<file path="src/rtl/ram_port_arbiter.sv">
`default_nettype none
// ============================================================================
// Module      : ram_port_arbiter
// Description : Round-robin arbiter that lets four clients share one port of
//               a synchronous RAM with a one-cycle registered read output.
//               The winning request is registered onto the RAM command lines,
//               the winner receives a one-cycle grant pulse, and returned read
//               data is steered back with a per-client valid strobe.
//
// Ports       : clk          single clock, all state changes on posedge
//               rst_n        synchronous active-low reset
//               req_i[4]     per-client request, held until gnt_o is seen
//               we_i[4]      per-client write flag, qualified by req_i
//               addr_i       packed client addresses, client k at
//                            [k*ADDR_WIDTH +: ADDR_WIDTH]
//               wdata_i      packed client write data, same packing
//               gnt_o[4]     one-hot grant pulse
//               rvalid_o[4]  one-hot read-return pulse
//               rdata_o      shared read data (copy of ram_q_i)
//               ram_addr_o   registered RAM address
//               ram_data_o   registered RAM write data
//               ram_we_o     registered RAM write enable
//               ram_q_i      RAM registered read data
//
// Config      : RAM_ARB_WRITE_ACK_EN - when defined, writes also produce an
//               rvalid_o pulse one cycle after their grant (the RAM port is
//               write-through, so rdata_o then carries the written word).
//
// Revision    : 1.0 - initial release
// ============================================================================
module ram_port_arbiter #(
    parameter int DATA_WIDTH = 8,
    parameter int ADDR_WIDTH = 6
) (
    input  logic                    clk,
    input  logic                    rst_n,
    input  logic [3:0]              req_i,
    input  logic [3:0]              we_i,
    input  logic [4*ADDR_WIDTH-1:0] addr_i,
    input  logic [4*DATA_WIDTH-1:0] wdata_i,
    output logic [3:0]              gnt_o,
    output logic [3:0]              rvalid_o,
    output logic [DATA_WIDTH-1:0]   rdata_o,
    output logic [ADDR_WIDTH-1:0]   ram_addr_o,
    output logic [DATA_WIDTH-1:0]   ram_data_o,
    output logic                    ram_we_o,
    input  logic [DATA_WIDTH-1:0]   ram_q_i
);

    localparam int c_NUM_CLIENTS = 4;

`ifdef RAM_ARB_WRITE_ACK_EN
    localparam logic c_WRITE_ACK = 1'b1;
`else
    localparam logic c_WRITE_ACK = 1'b0;
`endif

    // ------------------------------------------------------------------
    // Unpacked views of the packed client buses
    // ------------------------------------------------------------------
    logic [ADDR_WIDTH-1:0] w_addr  [c_NUM_CLIENTS];
    logic [DATA_WIDTH-1:0] w_wdata [c_NUM_CLIENTS];

    for (genvar k = 0; k < c_NUM_CLIENTS; k++) begin : g_unpack
        assign w_addr[k]  = addr_i[k*ADDR_WIDTH +: ADDR_WIDTH];
        assign w_wdata[k] = wdata_i[k*DATA_WIDTH +: DATA_WIDTH];
    end

    // ------------------------------------------------------------------
    // State
    // ------------------------------------------------------------------
    logic [3:0]            gnt_q,      gnt_d;
    logic [1:0]            last_ptr_q, last_ptr_d;
    logic [ADDR_WIDTH-1:0] ram_addr_q, ram_addr_d;
    logic [DATA_WIDTH-1:0] ram_data_q, ram_data_d;
    logic                  ram_we_q,   ram_we_d;
    // Read tag travels with the command; return tag lines up with ram_q_i.
    logic                  rd_valid_q, rd_valid_d;
    logic [1:0]            rd_id_q,    rd_id_d;
    logic                  ret_valid_q, ret_valid_d;
    logic [1:0]            ret_id_q,    ret_id_d;

    // ------------------------------------------------------------------
    // Round-robin search
    // ------------------------------------------------------------------
    logic [3:0] w_eligible;
    logic       w_found;
    logic [1:0] w_winner;
    logic [1:0] w_idx;

    always_comb begin
        // A client being granted this cycle is masked so a request still
        // held during its grant cycle is not issued a second time.
        w_eligible = req_i & ~gnt_q;
        w_found    = 1'b0;
        w_winner   = last_ptr_q;
        w_idx      = last_ptr_q;
        // Offsets 1..4 from last_ptr; offset 4 wraps to last_ptr itself,
        // which therefore has the lowest priority.
        for (int i = 1; i <= c_NUM_CLIENTS; i++) begin
            w_idx = last_ptr_q + 2'(i);
            if (!w_found && w_eligible[w_idx]) begin
                w_found  = 1'b1;
                w_winner = w_idx;
            end
        end
    end

    // ------------------------------------------------------------------
    // Next-state logic
    // ------------------------------------------------------------------
    always_comb begin
        gnt_d      = 4'b0000;
        last_ptr_d = last_ptr_q;
        ram_addr_d = ram_addr_q;
        ram_data_d = ram_data_q;
        ram_we_d   = 1'b0;
        rd_valid_d = 1'b0;
        rd_id_d    = rd_id_q;

        if (w_found) begin
            gnt_d[w_winner] = 1'b1;
            last_ptr_d      = w_winner;
            ram_addr_d      = w_addr[w_winner];
            ram_data_d      = w_wdata[w_winner];
            ram_we_d        = we_i[w_winner];
            rd_valid_d      = c_WRITE_ACK | ~we_i[w_winner];
            rd_id_d         = w_winner;
        end

        ret_valid_d = rd_valid_q;
        ret_id_d    = rd_id_q;
    end

    // ------------------------------------------------------------------
    // State registers
    // ------------------------------------------------------------------
    always_ff @(posedge clk) begin
        if (!rst_n) begin
            gnt_q       <= 4'b0000;
            last_ptr_q  <= 2'd3;
            ram_addr_q  <= '0;
            ram_data_q  <= '0;
            ram_we_q    <= 1'b0;
            rd_valid_q  <= 1'b0;
            rd_id_q     <= 2'd0;
            ret_valid_q <= 1'b0;
            ret_id_q    <= 2'd0;
        end else begin
            gnt_q       <= gnt_d;
            last_ptr_q  <= last_ptr_d;
            ram_addr_q  <= ram_addr_d;
            ram_data_q  <= ram_data_d;
            ram_we_q    <= ram_we_d;
            rd_valid_q  <= rd_valid_d;
            rd_id_q     <= rd_id_d;
            ret_valid_q <= ret_valid_d;
            ret_id_q    <= ret_id_d;
        end
    end

    // ------------------------------------------------------------------
    // Outputs
    // ------------------------------------------------------------------
    always_comb begin
        rvalid_o = 4'b0000;
        if (ret_valid_q) begin
            rvalid_o = 4'b0001 << ret_id_q;
        end
    end

    assign gnt_o      = gnt_q;
    assign ram_addr_o = ram_addr_q;
    assign ram_data_o = ram_data_q;
    assign ram_we_o   = ram_we_q;
    assign rdata_o    = ram_q_i;

endmodule
`default_nettype wire
</file>
<file path="config.mk">
export PLATFORM = sky130hd
export DESIGN_NAME = ram_port_arbiter
export DESIGN_NICKNAME = d
export VERILOG_FILES = /design/src/rtl/ram_port_arbiter.sv
export SDC_FILE = /design/constraint.sdc
export NUM_CORES = 1
export LEC_CHECK = 0
export CORE_UTILIZATION = 40
export DETAILED_ROUTE_END_ITERATION = 8
export PLACE_DENSITY = 0.86
export REMOVE_ABC_BUFFERS = 1
export SLEW_MARGIN = 5
export SYNTH_ARGS = -nofsm -noshare
export SYNTH_HDL_FRONTEND = slang
export SYNTH_SLANG_ARGS = --single-unit
</file>
<file path="constraint.sdc">
create_clock -name clk -period 3.98 [get_ports clk]
set_input_delay 0.398 -clock clk [delete_from_list [all_inputs] [get_ports clk]]
set_output_delay 0.398 -clock clk [all_outputs]
set_load 0.02 [all_outputs]
</file>
==> flow_results.xml <==
<?xml version="1.0" encoding="UTF-8"?>
<metrics>
  <group name="synth">
    <metric name="synth_top_cells_by_area" unit="">dfxtp_1 (32%), mux2i_1 (5.4%), nand2_1 (5.2%)</metric>
    <metric name="yosys-mux-area-fraction" unit="%">10.8</metric>
    <metric name="compound_gate_portion_of_the_synthesized_area" unit="%">28.0</metric>
    <metric name="synth-xor-area-share" unit="%">0</metric>
    <metric name="simple_gate_share_of_the_synthesized_area" unit="%">19.9</metric>
    <metric name="async_reset_ff_share" unit="%">0</metric>
    <metric name="synth_flop_cell" unit="">dfxtp_1</metric>
    <metric name="ys_seq_elements" unit="">27</metric>
    <metric name="syn-instance-count" unit="">189</metric>
    <metric name="synth_top_family_by_area" unit="">compound AO/OA/AOI/OAI gates</metric>
    <metric name="synthAdderAreaFrac" unit="%">0</metric>
    <metric name="synth.yosys.seq_area_share" unit="%">32.5</metric>
    <metric name="synth_top_cell_area_share" unit="%">32.5</metric>
    <metric name="number_of_synthesized_flops_with_an_enable_pin" unit="">0</metric>
    <metric name="synth_cell_types" unit="">44</metric>
    <metric name="netlist_area" unit="mm²">0.00166</metric>
    <metric name="ys.warnings.count" unit="">0</metric>
    <metric name="syn_avg_cell_area" unit="µm²">8.80</metric>
    <metric name="synth_largest_area_cell" unit="">dfxtp_1</metric>
  </group>
  <group name="global_routing">
    <metric name="overflow" unit="">0</metric>
    <metric name="antenna_found_initial" unit="">0</metric>
    <metric name="wire_length_of_the_first_global_routing_pass" unit="µm">7270</metric>
    <metric name="grt_pass1_vias" unit="">1573</metric>
    <metric name="grt_max_degree" unit="">24</metric>
    <metric name="grt_usage" unit="%">21.3</metric>
  </group>
  <group name="power">
    <metric name="cellPowerDensity" unit="mW/mm²">394</metric>
    <metric name="power.ir.vdd_worst" unit="mV">0.196</metric>
    <metric name="p_leak" unit="nW">0.936</metric>
    <metric name="p_total" unit="W">0.000993</metric>
  </group>
  <group name="timing">
    <metric name="relSlewSlack" unit="%">30.7</metric>
    <metric name="hold_viol_final" unit="">0</metric>
    <metric name="final_period_utilization" unit="%">54.8</metric>
    <metric name="actual_slew_at_the_worst_max_slew_pin" unit="ps">1040</metric>
    <metric name="fin_setup_tns" unit="ps">0</metric>
    <metric name="fin_worst_skew" unit="ps">6.65</metric>
    <metric name="max_freq" unit="MHz">458</metric>
    <metric name="post-route-min-period" unit="ps">2180</metric>
    <metric name="finalSetupViolCount" unit="">0</metric>
    <metric name="drv_slew" unit="">0</metric>
    <metric name="rsz_0062_raised_after_global_routing" unit="">no</metric>
  </group>
  <group name="die">
    <metric name="initial_core_util" unit="%">41.6</metric>
    <metric name="core" unit="mm²">0.00400</metric>
    <metric name="fp.dieH" unit="µm">66.5</metric>
    <metric name="die_x" unit="µm">66.5</metric>
    <metric name="die_area" unit="mm²">0.00442</metric>
    <metric name="io_pins" unit="">105</metric>
    <metric name="std_cell_rows" unit="">23</metric>
  </group>
  <group name="layout">
    <metric name="flow.area_growth_from_synthesis" unit="%">51.5</metric>
    <metric name="postLayoutCoreUtil" unit="%">63.0</metric>
    <metric name="postLayoutCellArea" unit="mm²">0.00252</metric>
    <metric name="final_layout_size_suffix_gt1_share" unit="%">9.89</metric>
    <metric name="antenna-diode-count" unit="">0</metric>
    <metric name="finalNetCount" unit="">338</metric>
  </group>
  <group name="clock_network">
    <metric name="cts.repair.resized" unit="">0</metric>
    <metric name="cts.sink_count" unit="">27</metric>
    <metric name="post_cts.repair.setup_buffers" unit="">0</metric>
    <metric name="clk_root_buffer_cell" unit="">clkbuf_8</metric>
    <metric name="insertion_delay" unit="ps">270</metric>
    <metric name="postCtsHoldBufs" unit="">0</metric>
    <metric name="clock_buffers_created_by_tritoncts" unit="">3</metric>
    <metric name="cts.htree.levels" unit="">1</metric>
    <metric name="clock_path_buffers" unit="">2</metric>
    <metric name="tritoncts" unit="">yes</metric>
    <metric name="worst_setup_hold_path_clk_slew" unit="ps">100</metric>
  </group>
  <group name="route">
    <metric name="met3RoutedLength" unit="µm">192</metric>
    <metric name="final_antenna_net_count" unit="">0</metric>
    <metric name="drt_first_pass_iters" unit="">4</metric>
    <metric name="drt_iter0_markers" unit="">96</metric>
    <metric name="avgRoutedWirePerCell" unit="µm">14.8</metric>
    <metric name="routed.top_layer" unit="">met4</metric>
    <metric name="met2_length" unit="µm">2330</metric>
    <metric name="drc_errors" unit="">0</metric>
    <metric name="via_count" unit="">1686</metric>
    <metric name="route.final.wire_length" unit="µm">4640</metric>
    <metric name="wirelength_met1" unit="µm">2060</metric>
    <metric name="detail_route.vias_per_cell" unit="">5.39</metric>
  </group>
  <group name="setup_path">
    <metric name="worst-endpoint-required" unit="ps">4140</metric>
    <metric name="worst-setup-path-type" unit="">in2reg</metric>
    <metric name="path_cells" unit="">clkdlybuf4s50_1 -&gt; nand2b_4 -&gt; a2bb2oi_2 -&gt; o221ai_4 -&gt; mux2_2 -&gt; nand2_1 -&gt; a21oi_1</metric>
    <metric name="cpMaxStageDelayCell" unit="">o221ai_4</metric>
    <metric name="critical_path_buffers_and_inverters" unit="">1</metric>
    <metric name="crit_family" unit="">compound AO/OA/AOI/OAI gates</metric>
    <metric name="critical_path_arrival" unit="ps">2340</metric>
    <metric name="cp_max_fo" unit="">17</metric>
    <metric name="end_kind" unit="">flip-flop</metric>
    <metric name="critical_path.startpoint_type" unit="">primary input</metric>
    <metric name="critPathMaxStageDelay" unit="ps">610</metric>
  </group>
  <group name="placed_design">
    <metric name="hpwlAfterDp" unit="µm">3320</metric>
    <metric name="port_buffers" unit="">88</metric>
    <metric name="post_dp_cell_area" unit="mm²">0.00247</metric>
    <metric name="gp_congestion" unit="">0.850</metric>
  </group>
  <group name="outcome">
    <metric name="status" unit="">finished clean</metric>
  </group>
  <group name="job">
    <metric name="cap_violations" unit="">0</metric>
  </group>
  <group name="worst_hold_path">
    <metric name="worst_hold_path_type" unit="">reg2reg</metric>
  </group>
</metrics>
[cells in the mapped netlist (3+ instances only)]
master    number
nand2b_1       5
o21ai_0       16
nor3_1         3
buf_4         10
and2b_1        3
mux2_2         7
a221oi_1       8
mux2i_1        9
a41oi_1        6
nor2_1         8
o21a_1         6
clkbuf_1       4
nor3b_1        3
a21oi_2        6
and2_1         3
a21oi_1       10
dfxtp_1       27
nand2_1       23
[kinds of logic (layout without fill, tap and decap cells)]
kind of cell    Yosys count  count (layout)
mux                      17              17
buf+inv                  20              94
flops                    27              27
simple gates             62              62
compound gates           63              63
[final timing paths]
| kind | from | endpoint | slack (ps) | cells past startpoint |
|---|---|---|---|---|
| worst max-delay path | req_i[3] | ram_data_o[7]$_SDFFE_PN0P_ | 1800 | 7 |
| worst min-delay path | rd_valid_q$_SDFF_PN0_ | ret_valid_q$_SDFF_PN0_ | 450 | 1 |
| worst max register to register | last_ptr_q[1]$_SDFFE_PN1P_ | ram_data_o[7]$_SDFFE_PN0P_ | 1840 | 5 |
| worst min register to register | rd_valid_q$_SDFF_PN0_ | ret_valid_q$_SDFF_PN0_ | 450 | 1 |
[layout by cell type, fill, tap and decap left out, drive strengths merged, types with 2 or more instances in the layout]
cell type and count:
clkdlybuf4s50 88, dfxtp 27, nand2 23, o21ai 17
a21oi 16, mux2i 9, nor2 8, a221oi 8
mux2 8, nand2b 7, a41oi 6, o21a 6
nor3b 3, and2b 3, nor3 3, and2 3
clkbuf 3, nand3 3, or3 2, o32ai 2
nor2b 2
[worst reg2reg max path, stage by stage (launching register included)]
cell and delay, ps:
dfxtp_1 600, nand2b_1 230, o221ai_4 650, mux2_2 410, nand2_1 60, a21oi_1 70
[where the power goes]
| part | internal (W) | leakage [nW] | switching (W) | total [W] |
|---|---|---|---|---|
| sequential | 0.000320 | 0.224 | 0.0000350 | 0.000355 |
| clock | 0.0000711 | 0.0217 | 0.0000917 | 0.000163 |
| combinational | 0.000245 | 0.691 | 0.000230 | 0.000475 |
| total | 0.000636 | 0.936 | 0.000357 | 0.000993 |
[flip-flops by register name, summed over array words and instances, names as in the netlist]
name / flops
ram_data_o: 8
ram_addr_o: 6
gnt_o: 4
last_ptr_q: 2
rd_id_q: 2
ret_id_q: 2
ram_we_o: 1
rd_valid_q: 1
ret_valid_q: 1
[through the flow]
step	hold WS (ps)	std cells	setup slack [ps]
floorplan	412	170	2170
global placement	415	309	1560
detailed placement	431	309	1490
CTS	455	313	1800
global route	479	313	1660
finish	451	313	1800
[per-layer routing]
metal / vias up / track usage [%]
li1: 839 / -
met1: 783 / 26.1
met2: 60 / 37.6
met3: 4 / 4.62
met4: 0 / 5.32
met5: - / 0
[area by class of cell]
cell class / instances / area (µm²)
fill: 357 / 1480
multi-input combinational: 142 / 977
timing repair buffer: 89 / 888
sequential: 27 / 541
tap: 50 / 62.6
clock buffer: 3 / 41.3
clock inverter: 1 / 7.51
inverter: 1 / 3.75
No activity file was read; power rests on OpenSTA's default activity.
